$ cat src/rtl/vga_timing_ctrl.sv
`timescale 1ns/1ps
`default_nettype none
// ============================================================================
// Module      : vga_timing_ctrl
// Description : VGA raster timing generator and output stage. Produces pixel
//               coordinates for a registered pattern generator, re-registers
//               the RGB it returns one clock later, blanks it outside the
//               active area and emits HS/VS/BLANK_N aligned to those pixels.
//               Counter position to pins is a fixed 2-clock latency.
//               Optional macro VGA_FRAME_CNT_EN adds an 8-bit frame counter
//               output (oFrame_Cnt) in the counter domain.
// Revision    : 1.0 - initial release
// ============================================================================
module vga_timing_ctrl #(
    parameter int H_ACT  = 640,
    parameter int H_FP   = 16,
    parameter int H_SYNC = 96,
    parameter int H_BP   = 48,
    parameter int V_ACT  = 480,
    parameter int V_FP   = 10,
    parameter int V_SYNC = 2,
    parameter int V_BP   = 33,
    parameter bit HS_POL = 1'b0,
    parameter bit VS_POL = 1'b0
) (
    input  logic       iVGA_CLK,
    input  logic       iRST_n,
    input  logic [7:0] iRed,
    input  logic [7:0] iGreen,
    input  logic [7:0] iBlue,
    output logic [9:0] oVGA_X,
    output logic [9:0] oVGA_Y,
    output logic [7:0] oVGA_R,
    output logic [7:0] oVGA_G,
    output logic [7:0] oVGA_B,
    output logic       oVGA_HS,
    output logic       oVGA_VS,
    output logic       oVGA_BLANK_N,
    output logic       oFrame_Start
`ifdef VGA_FRAME_CNT_EN
    ,
    output logic [7:0] oFrame_Cnt
`endif
);

    // Raster geometry; order within a line/frame is active, FP, sync, BP
    localparam int H_TOT = H_ACT + H_FP + H_SYNC + H_BP;
    localparam int V_TOT = V_ACT + V_FP + V_SYNC + V_BP;

    localparam logic [10:0] H_LAST     = 11'(H_TOT - 1);
    localparam logic [10:0] V_LAST     = 11'(V_TOT - 1);
    localparam logic [10:0] H_ACT_END  = 11'(H_ACT);
    localparam logic [10:0] V_ACT_END  = 11'(V_ACT);
    localparam logic [10:0] HS_START   = 11'(H_ACT + H_FP);
    localparam logic [10:0] HS_END     = 11'(H_ACT + H_FP + H_SYNC);
    localparam logic [10:0] VS_START   = 11'(V_ACT + V_FP);
    localparam logic [10:0] VS_END     = 11'(V_ACT + V_FP + V_SYNC);

    logic [10:0] h_cnt;
    logic [10:0] v_cnt;
    logic        h_wrap;
    logic        v_wrap;

    // Stage 0 decode (straight from the counter registers)
    logic h_act;
    logic v_act;
    logic act;
    logic hs_a;
    logic vs_a;

    // Stage 1 of the control delay line
    logic act_d1;
    logic hs_d1;
    logic vs_d1;

    assign h_wrap = (h_cnt == H_LAST);
    assign v_wrap = (v_cnt == V_LAST);

    // Raster counters: h every clock, v on h wrap; both wrap together at frame end
    always_ff @(posedge iVGA_CLK or negedge iRST_n) begin
        if (!iRST_n) begin
            h_cnt <= '0;
            v_cnt <= '0;
        end else if (h_wrap) begin
            h_cnt <= '0;
            if (v_wrap) begin
                v_cnt <= '0;
            end else begin
                v_cnt <= v_cnt + 11'd1;
            end
        end else begin
            h_cnt <= h_cnt + 11'd1;
        end
    end

    // Stage 0 decode of active area, sync windows, coordinates and frame start
    always_comb begin
        h_act        = (h_cnt < H_ACT_END);
        v_act        = (v_cnt < V_ACT_END);
        act          = h_act && v_act;
        hs_a         = (h_cnt >= HS_START) && (h_cnt < HS_END);
        vs_a         = (v_cnt >= VS_START) && (v_cnt < VS_END);
        oVGA_X       = h_act ? h_cnt[9:0] : 10'd0;
        oVGA_Y       = v_act ? v_cnt[9:0] : 10'd0;
        oFrame_Start = (h_cnt == 11'd0) && (v_cnt == 11'd0);
    end

    // First control delay stage, matching the pattern generator's own register
    always_ff @(posedge iVGA_CLK or negedge iRST_n) begin
        if (!iRST_n) begin
            act_d1 <= 1'b0;
            hs_d1  <= 1'b0;
            vs_d1  <= 1'b0;
        end else begin
            act_d1 <= act;
            hs_d1  <= hs_a;
            vs_d1  <= vs_a;
        end
    end

    // Output stage: capture returned RGB with blanking, and drive sync levels
    always_ff @(posedge iVGA_CLK or negedge iRST_n) begin
        if (!iRST_n) begin
            oVGA_R       <= 8'h00;
            oVGA_G       <= 8'h00;
            oVGA_B       <= 8'h00;
            oVGA_BLANK_N <= 1'b0;
            oVGA_HS      <= ~HS_POL;
            oVGA_VS      <= ~VS_POL;
        end else begin
            oVGA_R       <= act_d1 ? iRed   : 8'h00;
            oVGA_G       <= act_d1 ? iGreen : 8'h00;
            oVGA_B       <= act_d1 ? iBlue  : 8'h00;
            oVGA_BLANK_N <= act_d1;
            oVGA_HS      <= hs_d1 ? HS_POL : ~HS_POL;
            oVGA_VS      <= vs_d1 ? VS_POL : ~VS_POL;
        end
    end

`ifdef VGA_FRAME_CNT_EN
    // Frame counter advances on the edge the raster wraps back to (0,0)
    always_ff @(posedge iVGA_CLK or negedge iRST_n) begin
        if (!iRST_n) begin
            oFrame_Cnt <= 8'h00;
        end else if (h_wrap && v_wrap) begin
            oFrame_Cnt <= oFrame_Cnt + 8'd1;
        end
    end
`endif

endmodule

`default_nettype wire

$ cat config.mk
export PLATFORM = sky130hd
export DESIGN_NAME = vga_timing_ctrl
export DESIGN_NICKNAME = d
export VERILOG_FILES = /design/src/rtl/vga_timing_ctrl.sv
export SDC_FILE = /design/constraint.sdc
export NUM_CORES = 1
export LEC_CHECK = 0
export BUFFER_PORTS_ARGS = -buffer_cell sky130_fd_sc_hd__buf_2
export CORE_MARGIN = 5
export CORE_UTILIZATION = 40
export CTS_CLUSTER_DIAMETER = 80
export DETAILED_ROUTE_END_ITERATION = 8
export GPL_ROUTABILITY_DRIVEN = 0
export PLACE_DENSITY = 0.72
export SETUP_SLACK_MARGIN = 0.1
export SLEW_MARGIN = 20
export SYNTH_ARGS = -nofsm -noshare
export SYNTH_HDL_FRONTEND = slang
export SYNTH_SLANG_ARGS = --single-unit
$ cat constraint.sdc
create_clock -name iVGA_CLK -period 2 [get_ports iVGA_CLK]
set_input_delay 0.4 -clock iVGA_CLK [delete_from_list [all_inputs] [get_ports iVGA_CLK]]
set_output_delay 0.4 -clock iVGA_CLK [all_outputs]
set_load 0.01 [all_outputs]
== Yosys cells after proc, flatten, opt, wreduce, memory -nomap -nowiden ==
Index checks and enable logic that the tools add are counted.

* Output and inout bits: 48
* Bits in registers: 52

* Reduce and logical (&&, ||, !) cells: 6
* Equal/unequal tests: 2
* Muxes and demuxes: 9
* $lt $le $gt $ge: 6
* $add $sub $neg: 2

{| class="wikitable"
|+ Operator list
! kind !! number
|-
| 8-bit 2-to-1 mux || 3
|-
| 11-bit by 1-bit adder with 11-bit output, second input constant || 2
|-
| 11-bit by 10-bit equality test with 1-bit output, second input constant || 2
|-
| 11-bit zero test || 2
|-
| 11-bit by 10-bit less-than comparator with 1-bit output, second input constant || 2
|-
| 11-bit by 9-bit less-than comparator with 1-bit output, second input constant || 2
|-
| 11-bit 2-to-1 mux || 2
|-
| 10-bit 2-to-1 mux || 2
|-
| 11-bit by 10-bit greater-or-equal comparator with 1-bit output, second input constant || 1
|-
| 11-bit by 9-bit greater-or-equal comparator with 1-bit output, second input constant || 1
|-
| 1-bit logical AND || 4
|-
| 1-bit 2-to-1 mux || 2
|}

== Depth between registers and ports, before layout ==
* Depth in word-level cells: 2
* Mapped depth: 6
* Depth with buffers taken out: 6

== Worst setup path after synthesis ==
Ideal clock, no wire load.

* Path kind: flip-flop to output port
* Start point: register v_cnt[9]
* End point: output port oFrame_Start
* Path slack: 112 ps
* Buffers on the path: 1
* Stages on the path, launching flop included: 5
* Arrival: 1488 ps
* Cells stage by stage: dfrtp_1 -> buf_6 -> or3_1 -> or4_1 -> nor3_1

* Longest elaborated chain between the ends: 2

{| class="wikitable"
|+ RTL lines
! item !! line !! text
|-
| from (decl) || 60 || <nowiki>logic [10:0] v_cnt;</nowiki>
|-
| from (signal assigned) || 89 || <nowiki>v_cnt <= v_cnt + 11'd1;</nowiki>
|-
| 11-bit zero test || 105 || <nowiki>oFrame_Start = (h_cnt == 11'd0) && (v_cnt == 11'd0);</nowiki>
|-
| 1-bit logical AND || 105 ||
|-
| to (decl) || 39 || <nowiki>output logic oFrame_Start</nowiki>
|}

No other way between the ends.

== Worst setup path in the final report ==
* Start point: register v_cnt[2]
* End point: output port oFrame_Start

Same word-level chain as after synthesis.

==> flow_metrics.env <==
export IMPL_routed_wire_length_per_instance_um=15.1
export IMPL_timing_final_crit_share_pct=115
export IMPL_rsz0062_at_grt="true"
export IMPL_io_buffer_count=72
export IMPL_proportion_of_register_bits_with_asynchronous_set_or_reset_after_synthesis_pct=100
export IMPL_place_hpwl_um=4180
export IMPL_nets=334
export IMPL_maximum_number_of_pins_on_one_net_before_global_route_repair=26
export IMPL_synth_yosys_seq_area_share_pct=55.9
export IMPL_synth_cell_types=45
export IMPL_worstSkewPairLatency_ns=0.31
export IMPL_critPathSlowestCell="or4_4"
export IMPL_hold_fix_buffers_cts=0
export IMPL_timing_reg2reg_setup_slack_ns=0.12
export IMPL_tritoncts_buffer_count=5
export IMPL_mappedNetlistArea_mm2=0.00233
export IMPL_synth_fp_nets=240
export IMPL_clk_root_buffer_cell="clkbuf_8"
export IMPL_drv_max_cap_violation_count=0
export IMPL_cp_cell_sequence="or3_4 -> or4_4 -> nor3_4 -> buf_2"
export IMPL_synth_seq_cells=52
export IMPL_finalWirelength_um=5680
export IMPL_stdcell_count=377
export IMPL_layout_cells_most_common="buf_2"
export IMPL_clock_tree_from_tritoncts="done"
export IMPL_chip_width_um=86.4
export IMPL_timing_final_setup_violations=1
export IMPL_path_max_fanout=2
export IMPL_area_enclosed_by_the_die_boundary_mm2=0.00746
export IMPL_run_status="finished, violations left"
export IMPL_grtUsageTotal_pct=15.3
export IMPL_n_antenna_cell=0
export IMPL_power_switching_w=0.000421
export IMPL_p_seq_share_pct=60.0
export IMPL_first_global_vias=1831
export IMPL_failed_checks="negative setup slack"
export IMPL_power_switching_share_pct=23.4
export IMPL_critical_path_top_delay_family="simple AND/OR/NAND/NOR gates"
export IMPL_vdd_ir_drop_max_mv=0.452
export IMPL_synthCells=210
export IMPL_cellPowerDensity_mw_per_mm2=569
export IMPL_antenna_found_initial=0
export IMPL_cp_slowest_stage_delay_ns=0.45
export IMPL_synth_enable_flop_cells=0
export IMPL_gr_total_overflow=0
export IMPL_fin_tns_setup_ns=-0.294
export IMPL_min_path_type="in -> async"
export IMPL_final_util_pct=56.8
export IMPL_skew_ns=0.00400
export IMPL_layout_setup_ws_ns=-0.294
export IMPL_ctsHtreeMaxLevel=2
export IMPL_timing_worst_setup_path_type="reg -> out"
export IMPL_initial_util_pct=41.9
export IMPL_layout_cells_sized_above_1_pct=44.9
export IMPL_proportion_of_power_drawn_by_combinational_gates_pct=5.7
export IMPL_vias_per_cell=4.93
export IMPL_multi_input_comb_area_mm2=0.00101
export IMPL_floorplan_core_area_mm2=0.00557
export IMPL_worst_r2r_endpoint="v_cnt[10]"
export IMPL_drt_pass1_iterations=4
export IMPL_timing_final_hold_violations=0
export IMPL_clock_sinks=52
export IMPL_layout_cells_most_common_list="buf_2 (65), dfrtp_1 (49), and2_1 (32), buf_4 (21), buf_6 (13)"
export IMPL_max_slew_worst_pin_slew_ns=0.538
export IMPL_worst_slew_margin_rel_pct=64.1
export IMPL_clkSlewWorstSetupHoldPaths_ns=0.10
export IMPL_placedCellCount=359
export IMPL_critPathLaunchType="register"
export IMPL_fmaxAchievable_mhz=436
export IMPL_syn2layout_area_growth_pct=35.7
export IMPL_grt_pass1_wl_um=8970
export IMPL_num_fill_cells=503
export IMPL_timing_max_transition_violations_final=0
export IMPL_p_int_w=0.00138
export IMPL_drtAntennaViolNets=0
export IMPL_worst_ep_arrival_time_ns=1.89
export IMPL_yosys_most_used_dff="dfrtp_1"
export IMPL_area_sequential_mm2=0.00131
export IMPL_required_ns=1.60
export IMPL_post_route_min_period_ns=2.29
export IMPL_depth_of_the_most_critical_reg_to_reg_path=5
export IMPL_routed_via_count=1858
export IMPL_share_clk_of_total_power_pct=34.3
export IMPL_leakage_nw=1.56
export IMPL_rows=27
export IMPL_ios=74
export IMPL_die_h_um=86.4
export IMPL_dpl_worst_slack_ns=0.0812
export IMPL_drc=0
export IMPL_clock_tree_buffer_depth=2
export IMPL_drtIter0Drc=142
export IMPL_end_kind="primary output"
export IMPL_syn_area_cell_um2=11.1
export IMPL_path_buf_inv=1
export IMPL_reg2reg_from="h_cnt[7]"
export IMPL_yosysWarningCount=0
## worst max path at each step
stage	slack, ns	depth (start not counted)	startpoint	to
3_5_place_dp	0.08	4	v_cnt[2]	oFrame_Start
2_1_floorplan	0.11	4	v_cnt[9]	oFrame_Start
5_1_grt	-0.32	4	v_cnt[2]	oFrame_Start
4_1_cts	-0.22	4	v_cnt[2]	oFrame_Start
3_3_place_gp	0.08	4	v_cnt[2]	oFrame_Start
6_report	-0.29	4	v_cnt[2]	oFrame_Start
## per-layer routing
metal | track usage, % | part of all wire, % | vias to the layer above
met5 | 0 | 0 | -
met4 | 4.53 | 1.0 | 0
met3 | 2.95 | 4.9 | 5
met2 | 27.7 | 56 | 45
met1 | 18.3 | 38 | 914
li1 | - | - | 894
## sequential cells by signal, indices dropped and copies added (netlist names)
signal and cells:
h_cnt 11, v_cnt 11, oVGA_B 8, oVGA_G 8
oVGA_R 8, act_d1 1, hs_d1 1, oVGA_BLANK_N 1
oVGA_HS 1, oVGA_VS 1, vs_d1 1
## cells by family (layout without fill, tap and decap cells)
| kind of cell | count (synthesis) | in the layout | synth area share (%) |
|---|---|---|---|
| AO/OA/AOI/OAI | 12 | 12 | 3.22 |
| XOR/XNOR | 13 | 13 | 4.88 |
| adder cells (fa/ha/maj) | 4 | 4 | 2.14 |
| buffers and inverters | 21 | 116 | 4.93 |
| flip-flops | 52 | 52 | 55.9 |
| multiplexers | 2 | 2 | 0.858 |
| other | 1 | 1 | 0.161 |
| AND/OR/NAND/NOR | 105 | 105 | 27.9 |
## cell type report
| class | instances | area share [%] |
|---|---|---|
| clock inverter | 3 | 0.870 |
| tap | 72 | 2.85 |
| timing repair buffer | 99 | 19.9 |
| sequential | 52 | 41.2 |
| clock buffer | 5 | 2.17 |
| multi-input combinational | 137 | 31.9 |
| inverter | 9 | 1.07 |
## metrics by stage
stage,area (um^2),hold WS (ns),total power [W]
CTS,3000,0.0198,0.00183
detailed placement,2830,0.345,0.00121
finish,3170,0.0173,0.00180
global placement,2830,0.339,0.00120
floorplan,2330,0.104,0.00113
global route,3170,0.0405,0.00189
## timing repair
action                                  CTS  global route
setup buffers                             5             5
gates resized for setup                  11            30
pin swaps                                 2            10
endpoints found under the setup margin   13            20
## worst reg2reg max path: cells and delay by family (launching register included)
kind | cells | cell delay [ns]
and+or+nand+nor | 3 | 1.07
DFF | 1 | 0.40
xor gates and xnor gates | 1 | 0.19
buffers and inverters | 1 | 0.12
## Yosys cell counts, types with 2 or more instances
master | count | area [um^2]
inv_1 | 9 | 33.8
nand3_1 | 8 | 40.0
ha_1 | 4 | 50.1
nand2_1 | 8 | 30.0
xnor2_1 | 7 | 61.3
nor3_1 | 4 | 20.0
dfrtp_1 | 50 | 1250
and2_1 | 38 | 238
or3_1 | 2 | 12.5
clkbuf_1 | 4 | 15.0
buf_4 | 2 | 15.0
buf_6 | 3 | 33.8
dfstp_2 | 2 | 52.6
nor4_1 | 5 | 31.3
mux2i_1 | 2 | 20.0
nor2_1 | 11 | 41.3
nand4_1 | 10 | 62.6
xor2_1 | 6 | 52.6
o21ai_1 | 2 | 10.0
buf_2 | 2 | 10.0
nor2b_1 | 3 | 18.8
and4_1 | 2 | 17.5
a21oi_1 | 3 | 15.0
o21ai_0 | 2 | 10.0
## power by group through the flow
stage	Combinational [W]	Sequential [W]	Clock (W)
after global routing	0.000115	0.00108	0.000687
after global placement	0.000102	0.00110	0
after CTS	0.000106	0.00108	0.000640
final	0.000103	0.00108	0.000618
after floorplan	0.0000186	0.00112	0
after detailed placement	0.000106	0.00110	0
Note: power is estimated with default switching activity, not from simulation.
